==> src/rtl/behavior_arbiter.sv <==
// Robot behaviour arbiter: STOP / GOTOGOAL / AVOID / GOAL with timed obstacle-avoidance dwell.
// Latency: distances captured at edge n, state and outputs at edge n+1; no backpressure.
module behavior_arbiter #(
    parameter int                 N_WIDTH     = 17,
    parameter int                 B_WIDTH     = 8,
    parameter logic [N_WIDTH-1:0] THRESH      = 17'd300,
    parameter logic [N_WIDTH-1:0] V_AVOID     = 17'd200,
    parameter int                 HOLD_CYCLES = 25000000
) (
    input  logic               BEHAVIOR_ARBITER_CLOCK_50,
    input  logic               BEHAVIOR_ARBITER_RESET_InLow,
    input  logic [N_WIDTH-1:0] BEHAVIOR_ARBITER_DIST1_InBus,
    input  logic [N_WIDTH-1:0] BEHAVIOR_ARBITER_DIST2_InBus,
    input  logic [N_WIDTH-1:0] BEHAVIOR_ARBITER_DIST3_InBus,
    input  logic [N_WIDTH-1:0] BEHAVIOR_ARBITER_DIST4_InBus,
    input  logic               BEHAVIOR_ARBITER_NEWSIGNAL_InLow,
    input  logic               BEHAVIOR_ARBITER_STOP_InLow,
    input  logic               BEHAVIOR_ARBITER_FLAGGOAL_InLow,
    input  logic [N_WIDTH-1:0] BEHAVIOR_ARBITER_ERRORX_InBus,
    input  logic [N_WIDTH-1:0] BEHAVIOR_ARBITER_ERRORY_InBus,
    output logic [B_WIDTH-1:0] BEHAVIOR_ARBITER_CURRENTBEH_OutBus,
    output logic [1:0]         BEHAVIOR_ARBITER_MUXSELECT_OutBus,
    output logic [N_WIDTH-1:0] BEHAVIOR_ARBITER_VELX_OutBus,
    output logic [N_WIDTH-1:0] BEHAVIOR_ARBITER_VELY_OutBus
);

    localparam logic [24:0]        HOLD_LOAD = 25'(HOLD_CYCLES - 1);
    localparam logic [N_WIDTH-1:0] V_NEG     = {N_WIDTH{1'b0}} - V_AVOID;

    localparam logic [B_WIDTH-1:0] BEH_STOP  = B_WIDTH'(83);
    localparam logic [B_WIDTH-1:0] BEH_GOTO  = B_WIDTH'(80);
    localparam logic [B_WIDTH-1:0] BEH_AVOID = B_WIDTH'(65);
    localparam logic [B_WIDTH-1:0] BEH_GOAL  = B_WIDTH'(71);

    localparam logic [1:0] MUX_STOP  = 2'b00;
    localparam logic [1:0] MUX_GOTO  = 2'b01;
    localparam logic [1:0] MUX_AVOID = 2'b10;

    typedef enum logic [1:0] {
        ST_STOP,
        ST_GOTOGOAL,
        ST_AVOID,
        ST_GOAL
    } state_t;

    state_t             state;
    logic [24:0]        holdCnt;
    logic [N_WIDTH-1:0] distQ [4];
    logic [N_WIDTH-1:0] distIn [4];

    logic               obstacle;
    logic [1:0]         nearest;
    logic [N_WIDTH-1:0] nearestDist;
    logic [N_WIDTH-1:0] avoidVelX;
    logic [N_WIDTH-1:0] avoidVelY;

    assign distIn[0] = BEHAVIOR_ARBITER_DIST1_InBus;
    assign distIn[1] = BEHAVIOR_ARBITER_DIST2_InBus;
    assign distIn[2] = BEHAVIOR_ARBITER_DIST3_InBus;
    assign distIn[3] = BEHAVIOR_ARBITER_DIST4_InBus;

    // Zero means no echo; strict '<' on the running minimum keeps the lowest index on ties.
    always_comb begin
        obstacle    = 1'b0;
        nearest     = 2'd0;
        nearestDist = '1;
        for (int k = 0; k < 4; k++) begin
            if (distQ[k] != '0 && distQ[k] < THRESH) begin
                if (!obstacle || distQ[k] < nearestDist) begin
                    nearest     = 2'(k);
                    nearestDist = distQ[k];
                end
                obstacle = 1'b1;
            end
        end
    end

    // Front/back sensors (index 0/2) steer along X, side sensors along Y.
    always_comb begin
        avoidVelX = '0;
        avoidVelY = '0;
        if (!nearest[0]) begin
            avoidVelX = BEHAVIOR_ARBITER_ERRORX_InBus[N_WIDTH-1] ? V_NEG : V_AVOID;
        end else begin
            avoidVelY = BEHAVIOR_ARBITER_ERRORY_InBus[N_WIDTH-1] ? V_NEG : V_AVOID;
        end
    end

    always_ff @(posedge BEHAVIOR_ARBITER_CLOCK_50 or negedge BEHAVIOR_ARBITER_RESET_InLow) begin
        if (!BEHAVIOR_ARBITER_RESET_InLow) begin
            state                              <= ST_STOP;
            holdCnt                            <= '0;
            BEHAVIOR_ARBITER_CURRENTBEH_OutBus <= BEH_STOP;
            BEHAVIOR_ARBITER_MUXSELECT_OutBus  <= MUX_STOP;
            BEHAVIOR_ARBITER_VELX_OutBus       <= '0;
            BEHAVIOR_ARBITER_VELY_OutBus       <= '0;
            for (int k = 0; k < 4; k++) begin
                distQ[k] <= '0;
            end
        end else begin
            if (!BEHAVIOR_ARBITER_NEWSIGNAL_InLow) begin
                for (int k = 0; k < 4; k++) begin
                    distQ[k] <= distIn[k];
                end
            end

            if (!BEHAVIOR_ARBITER_STOP_InLow) begin
                state                              <= ST_STOP;
                holdCnt                            <= '0;
                BEHAVIOR_ARBITER_CURRENTBEH_OutBus <= BEH_STOP;
                BEHAVIOR_ARBITER_MUXSELECT_OutBus  <= MUX_STOP;
                BEHAVIOR_ARBITER_VELX_OutBus       <= '0;
                BEHAVIOR_ARBITER_VELY_OutBus       <= '0;
            end else begin
                case (state)
                    ST_STOP: begin
                        state                              <= ST_GOTOGOAL;
                        BEHAVIOR_ARBITER_CURRENTBEH_OutBus <= BEH_GOTO;
                        BEHAVIOR_ARBITER_MUXSELECT_OutBus  <= MUX_GOTO;
                    end
                    ST_GOTOGOAL: begin
                        if (!BEHAVIOR_ARBITER_FLAGGOAL_InLow) begin
                            state                              <= ST_GOAL;
                            BEHAVIOR_ARBITER_CURRENTBEH_OutBus <= BEH_GOAL;
                            BEHAVIOR_ARBITER_MUXSELECT_OutBus  <= MUX_STOP;
                        end else if (obstacle) begin
                            state                              <= ST_AVOID;
                            holdCnt                            <= HOLD_LOAD;
                            BEHAVIOR_ARBITER_CURRENTBEH_OutBus <= BEH_AVOID;
                            BEHAVIOR_ARBITER_MUXSELECT_OutBus  <= MUX_AVOID;
                            BEHAVIOR_ARBITER_VELX_OutBus       <= avoidVelX;
                            BEHAVIOR_ARBITER_VELY_OutBus       <= avoidVelY;
                        end
                    end
                    ST_AVOID: begin
                        if (holdCnt != '0) begin
                            holdCnt <= holdCnt - 25'd1;
                        end else if (!obstacle) begin
                            state                              <= ST_GOTOGOAL;
                            BEHAVIOR_ARBITER_CURRENTBEH_OutBus <= BEH_GOTO;
                            BEHAVIOR_ARBITER_MUXSELECT_OutBus  <= MUX_GOTO;
                            BEHAVIOR_ARBITER_VELX_OutBus       <= '0;
                            BEHAVIOR_ARBITER_VELY_OutBus       <= '0;
                        end else begin
                            // Obstacle still present: restart the dwell with a fresh heading.
                            holdCnt                      <= HOLD_LOAD;
                            BEHAVIOR_ARBITER_VELX_OutBus <= avoidVelX;
                            BEHAVIOR_ARBITER_VELY_OutBus <= avoidVelY;
                        end
                    end
                    ST_GOAL: begin
                        if (BEHAVIOR_ARBITER_FLAGGOAL_InLow) begin
                            state                              <= ST_GOTOGOAL;
                            BEHAVIOR_ARBITER_CURRENTBEH_OutBus <= BEH_GOTO;
                            BEHAVIOR_ARBITER_MUXSELECT_OutBus  <= MUX_GOTO;
                        end
                    end
                    default: begin
                        state                              <= ST_STOP;
                        BEHAVIOR_ARBITER_CURRENTBEH_OutBus <= BEH_STOP;
                        BEHAVIOR_ARBITER_MUXSELECT_OutBus  <= MUX_STOP;
                        BEHAVIOR_ARBITER_VELX_OutBus       <= '0;
                        BEHAVIOR_ARBITER_VELY_OutBus       <= '0;
                    end
                endcase
            end
        end
    end

endmodule

==> config.mk <==
export PLATFORM = sky130hd
export DESIGN_NAME = behavior_arbiter
export DESIGN_NICKNAME = d
export VERILOG_FILES = /design/src/rtl/behavior_arbiter.sv
export SDC_FILE = /design/constraint.sdc
export NUM_CORES = 1
export LEC_CHECK = 0
export BUFFER_PORTS_ARGS = -buffer_cell sky130_fd_sc_hd__buf_2
export CAP_MARGIN = 0
export CORE_MARGIN = 2
export CORE_UTILIZATION = 45
export CTS_CLUSTER_DIAMETER = 120
export DETAILED_ROUTE_END_ITERATION = 10
export MAX_ROUTING_LAYER = met4
export PLACE_DENSITY = 0.78
export SYNTH_ARGS = -nofsm -noshare
export SYNTH_HDL_FRONTEND = slang
export SYNTH_SLANG_ARGS = --single-unit
==> constraint.sdc <==
create_clock -name BEHAVIOR_ARBITER_CLOCK_50 -period 13.7 [get_ports BEHAVIOR_ARBITER_CLOCK_50]
set_input_delay 1.37 -clock BEHAVIOR_ARBITER_CLOCK_50 [delete_from_list [all_inputs] [get_ports BEHAVIOR_ARBITER_CLOCK_50]]
set_output_delay 1.37 -clock BEHAVIOR_ARBITER_CLOCK_50 [all_outputs]
set_load 0.02 [all_outputs]
== Word-level counts from Yosys, hierarchy flattened ==
Index checks and enable logic that the tools add are counted.

* Order comparisons: 7
* Eq/ne operators: 10
* Reduce and logical (&&, ||, !) cells: 19
* Mux-type cells: 53
* $add $sub $neg: 1

{| class="wikitable"
|+ Operators by type and width
! operator !! count
|-
| 2-to-1 mux 17 bit || 19
|-
| 2-to-1 mux 25 bit || 4
|-
| < comparator 17 x 9 -> 1 bit, second input constant || 4
|-
| case mux 17 bit (2 select lines) || 2
|-
| nonzero test 17 bit || 4
|-
| < comparator 17 bit || 3
|-
| case mux 25 bit (2 select lines) || 1
|-
| 2-to-1 mux 8 bit || 6
|-
| case mux 8 bit (4 select lines) || 1
|-
| nonzero test 25 bit || 1
|-
| subtractor 25 x 1 -> 25 bit, second input constant || 1
|-
| 2-to-1 mux 2 bit || 8
|-
| case mux 2 bit (4 select lines) || 2
|-
| != test 3 bit, second input constant || 5
|-
| 2-to-1 mux 1 bit || 10
|-
| AND reduction 4 bit || 2
|-
| == test 2 bit, second input constant || 2
|-
| logical AND 1 bit || 4
|-
| != test 4 bit, second input constant || 1
|-
| logical NOT 1 bit || 3
|-
| logical OR 1 bit || 3
|-
| != test 3 x 1 -> 1 bit, second input constant || 1
|-
| == test 2 x 1 -> 1 bit, second input constant || 1
|-
| logical NOT 2 bit || 1
|-
| AND reduction 2 bit || 1
|}

* Flip-flop bits (word level): 139
* Word-level logic and storage cells: 100
* Output and inout bits: 44
* Bits of input ports: 107

== Logic depth before layout (Yosys ltp) ==
* Depth after elaboration: 20
* Mapped depth: 33
* Gate-level depth less buffers: 29

== Least setup slack after synthesis ==
OpenSTA, ideal clock, no wires.

* Path kind: register -> register
* Start: register distQ[51] (netlist bit)
* End: register BEHAVIOR_ARBITER_VELY_OutBus[15]
* Buffers on the path: 3
* Arrival: 6.707 ns
* Cell stages (with the launch flop): 31
* Setup slack: 6.924 ns
* Data required time: 13.631 ns
* Path through: dfrtp_1 -> nor4_1 -> nand3_1 -> o2111ai_1 -> clkbuf_1 -> nor2_1 -> ha_1 -> a21o_1 -> a2111o_1 -> a31o_2 -> o31a_1 -> or2_2 -> clkbuf_1 -> o21ai_0 -> ha_1 -> a211oi_1 -> o21ai_0 -> o221a_2 -> nand2b_1 -> a21o_1 -> a21o_1 -> clkbuf_1 -> mux2_2 -> ha_1 -> a21o_1 -> a2111oi_0 -> nor2_1 -> o41a_1 -> nor2_1 -> a21o_1 -> a32o_1

* Cells in the longest elaborated chain, start to end: 20
* Elaborated cells between the ends (all ways): 36
* Classes of those cells: order compare (4); eq/ne (1); mux (22); reduce/logical (9)

{| class="wikitable"
|+ RTL lines
! element !! line !! RTL
|-
| from (decl) || 48 || <nowiki>logic [N_WIDTH-1:0] distQ [4];</nowiki>
|-
| from (signal, indexed assignment) || 103 || <nowiki>distQ[k] <= distIn[k];</nowiki>
|-
| < comparator 17 x 9 -> 1 bit / nonzero test 17 bit (equally long branches) || 68 || <nowiki>if (distQ[k] != '0 && distQ[k] < THRESH) begin</nowiki>
|-
| logical AND 1 bit || 68 ||
|-
| 2-to-1 mux 17 bit / 2-to-1 mux 1 bit (equally long branches) || 68 ||
|-
| < comparator 17 bit / logical NOT 1 bit (equally long branches) || 69 || <nowiki>if (!obstacle || distQ[k] < nearestDist) begin</nowiki>
|-
| logical OR 1 bit || 69 ||
|-
| 2-to-1 mux 17 bit || 69 ||
|-
| 2-to-1 mux 17 bit || 68 ||
|-
| < comparator 17 bit || 69 ||
|-
| [4 not listed] || n/a ||
|-
| logical OR 1 bit || 69 ||
|-
| 2-to-1 mux 1 bit || 69 ||
|-
| 2-to-1 mux 1 bit || 68 ||
|-
| 2-to-1 mux 17 bit || 82 || <nowiki>if (!nearest[0]) begin</nowiki>
|-
| 2-to-1 mux 17 bit, on equally long branches || 138, 126 ||
|-
| 2-to-1 mux 17 bit, on equally long branches || 136, 122 ||
|-
| case mux 17 bit (2 select lines) || 115 || <nowiki>case (state)</nowiki>
|-
| 2-to-1 mux 17 bit || 107 || <nowiki>if (!BEHAVIOR_ARBITER_STOP_InLow) begin</nowiki>
|-
| to (signal assigned) || 132 || <nowiki>BEHAVIOR_ARBITER_VELY_OutBus <= avoidVelY;</nowiki>
|-
| to (signal assigned) || 148 || <nowiki>BEHAVIOR_ARBITER_VELY_OutBus <= avoidVelY;</nowiki>
|-
| to (decl) || 24 || <nowiki>output logic [N_WIDTH-1:0] BEHAVIOR_ARBITER_VELY_OutBus</nowiki>
|}

Several ways; a longest one is shown, not always the timed one. The select of a mux whose other input is x is not followed.
A chain may end at the register's enable or synchronous reset.

== Worst setup path after layout ==
* Start: register distQ[63] (netlist bit)
* End: register BEHAVIOR_ARBITER_VELY_OutBus[15]

Same word-level chain as after synthesis.

==> reports/metrics.csv <==
stage,metric,value,unit
route,routedWlPerCell,15.8,um
timing,finalSetupViolCount,0,
global_routing,grt_first_pass_wirelength,25100,um
worst_hold_path,min_path_type,reg2reg,
synth,ys_seq_elements,107,
route,drt_first_pass_iters,5,
clock_network,cts_buffers,9,
global_routing,grt_start_max_net_pins,82,
timing,min_period_over_period,55.3,%
critical_path,reg2reg_to,BEHAVIOR_ARBITER_VELY_OutBus[15],
critical_path,crit_required,14.01,ns
synth,synth_compound_area_share,14.4,%
placed_design,io_buffer_count,108,
global_routing,grt_usage,19.9,%
synth,synthCells,680,
synth,syn-cell-area,6710,um^2
die,core_area,14500,um^2
die,io_pins,151,
critical_path,cp.arrival,7.88,ns
clock_network,cts_hold_buf,0,
die,start_util,46.2,%
timing,rsz0062_at_grt,false,
critical_path,reg2reg_slack,6.12,ns
die,die_w,126,um
synth,yosys.area_share.simple,16.3,%
pwr,p_leak,3.77,nW
synth,synth_top_family_by_area,simple AND/OR/NAND/NOR gates,
finish,area_delta_synth_final,12.5,%
die,dieArea,15900,um^2
critical_path,reg2reg_depth,28,
route,wl,14900,um
critical_path,crit_buf_inv,1,
clock_network,path_clk_slew,0.08,ns
critical_path,endpoint_kind,register,
clock_network,cts_sinks,107,
synth,yosysUniqueCellTypes,65,
route,avgViaCountPerCell,5.67,
synth,synth_flop_cell,dfrtp_1,
die,rows,44,
timing,slew-limit-headroom,30.8,%
critical_path,crit_family,compound AO/OA/AOI/OAI gates,
clock_network,clk_path_buf_depth,2,
synth,async_flop_share,100,%
worst_hold_path,worstHoldEndpoint,BEHAVIOR_ARBITER_VELX_OutBus[3],
critical_path,cp_max_fo,32,
critical_path,crit_type,reg2reg,
critical_path,r2r-start,distQ[63],
synth,synth_edf_count,0,
timing,worst_pin_slew,1.04,ns
finish,drive_gt1_share,30.6,%
timing,hold_viol_final,0,
finish,stdcell_count,943,
finish,fin_nets,908,
clock_network,postCtsSetupRepairBufs,0,
placed_design,gp_routability_congestion,0.918,
critical_path,worst-path-stages,28,
route,drt_iter0_markers,429,
timing,max_freq,132,MHz
timing,post-route-min-period,7.58,ns
synth,synth_top_area_share,38.8,%
critical_path,cp_slowest_stage_delay,0.51,ns
critical_path,cpMaxStageDelayCell,nor4_1,
clock_network,cts_max_level,3,
synth,ys_seq_area_share,39.9,%
route,vias,5347,
synth,synth_xor_area_share,0,%
placed_design,dp_hpwl,11000,um
timing,tns,0,ns
worst_hold_path,hp-start,BEHAVIOR_ARBITER_VELX_OutBus[3],
synth,ys_top_cells_by_area,"dfrtp_1 39%, mux2_2 13%, ha_1 8.9%, buf_4 3.6%, a21oi_1 3.2%",
global_routing,grt_overflow,0,
job,drv_cap,0,
synth,yosys.area.top_type,dfrtp_1,
synth,synthMuxAreaShare,13.5,%
clock_network,clk_latency,0.37,ns
die,die_height,126,um
synth,syn_area_per_cell,9.87,um^2
synth,synthAdderAreaFrac,8.95,%
global_routing,antenna_found_initial,1,
route,drc_errors,0,
timing,final_max_slew_viol_count,0,
critical_path,cp-start-kind,register,
route,ant_nets,0,
pwr,p_per_area,108,nW/um^2
run_status,status,"finished, final reports clean",
clock_network,cts_tree,done,
worst_hold_path,holdPathStages,2,
pwr,ir_worst_vdd,66.3,uV
global_routing,grt_pass1_vias,5273,
timing,skew,0.0121,ns
clock_network,cts_resized,0,
synth,yosys_warnings,0,
placed_design,dp_cells,926,
clock_network,root_buffer,clkbuf_16,
==> power breakdown <==
part	leakage [nW]	switching, mW	total, mW	internal, mW
Combinational	2.29	0.0953	0.170	0.0745
Clock	0.155	0.137	0.272	0.134
Sequential	1.32	0.0282	0.371	0.343
==> registers in the layout, indices dropped and copies added, names as in the netlist <==
signal	cells
BEHAVIOR_ARBITER_CURRENTBEH_OutBus	4
BEHAVIOR_ARBITER_MUXSELECT_OutBus	2
BEHAVIOR_ARBITER_VELX_OutBus	3
BEHAVIOR_ARBITER_VELY_OutBus	3
distQ	68
holdCnt	25
state	2
==> cells by family after synthesis <==
group / after synthesis
adders and majority gates: 48
and+or+nand+nor: 212
buffers and inverters: 88
muxes: 81
other: 2
AOI/OAI and AO/OA: 142
DFF: 107
==> tightest hold or removal path: cells and delay by family (launching register included) <==
kind            cells  cell delay [ns]
flops               1             0.36
simple gates        1             0.05
compound gates      1             0.06
==> stage by stage <==
stage               utilization, %  hold WS (ns)  cell area (um^2)  setup slack (ns)  total power, mW
floorplan                        -         0.471              6740              6.92            0.494
global placement              49.7         0.475              7230              6.35            0.541
detailed placement            49.7         0.479              7230              6.22            0.545
CTS                           51.9         0.501              7550              6.19            0.822
global route                  52.0         0.515              7550              5.46            0.858
finish                        52.0         0.494              7550              6.12            0.813
==> area by class of cell <==
| class | instances | area, um^2 |
|---|---|---|
| multi-input cells | 493 | 3620 |
| inverters | 27 | 101 |
| repair buffers | 115 | 596 |
| fillers | 1298 | 6980 |
| clock inverters | 7 | 98.8 |
| diodes | 1 | 2.50 |
| well taps | 184 | 230 |
| clock buffers | 9 | 225 |
| flip-flops and latches | 107 | 2680 |
==> synth_stat cells (5+ instances only) <==
cell	count
dfrtp_1	104
a21oi_1	43
clkbuf_1	22
nor4_1	19
o22ai_1	6
buf_1	6
and3_1	6
nand3_1	19
o221a_2	7
nand2_1	52
buf_4	32
inv_1	27
nor3_1	15
or3_1	8
o21ai_0	22
nand4_1	14
nor2_1	44
nand2b_1	8
ha_1	48
nor2b_1	5
mux2_2	79
a21o_1	10
a211oi_1	6
==> worst max-delay path by stage <==
stage / end / slack, ns / startpoint
2_1_floorplan: BEHAVIOR_ARBITER_VELY_OutBus[15] / 6.92 / distQ[51]
3_3_place_gp: BEHAVIOR_ARBITER_VELX_OutBus[15] / 6.35 / distQ[60]
3_5_place_dp: BEHAVIOR_ARBITER_VELX_OutBus[15] / 6.22 / distQ[60]
4_1_cts: BEHAVIOR_ARBITER_VELY_OutBus[15] / 6.19 / distQ[60]
5_1_grt: BEHAVIOR_ARBITER_VELX_OutBus[15] / 5.46 / distQ[60]
6_report: BEHAVIOR_ARBITER_VELY_OutBus[15] / 6.12 / distQ[63]
==> routing by layer <==
| layer | track usage, % | up-vias | wire [um] |
|---|---|---|---|
| li1 | - | 2616 | - |
| met4 | 7.63 | 0 | 348 |
| met3 | 4.63 | 32 | 718 |
| met5 | - | - | 0 |
| met2 | 32.5 | 132 | 7450 |
| met1 | 24.1 | 2567 | 6420 |
==> placed cells by master (no fill, tap or decap), types with 7 or more instances in the layout <==
cell / instances
buf_2: 107
dfrtp_1: 104
mux2_2: 79
nand2_1: 52
ha_1: 48
nor2_1: 44
a21oi_1: 43
inv_1: 27
o21ai_0: 22
nor4_1: 19
nand3_1: 19
nor3_1: 15
nand4_1: 14
a21o_1: 10
conb_1: 10
clkbuf_16: 9
nand2b_1: 8
or3_1: 8
buf_4: 8
o221a_2: 7
Note: power is estimated with default switching activity, not from simulation.
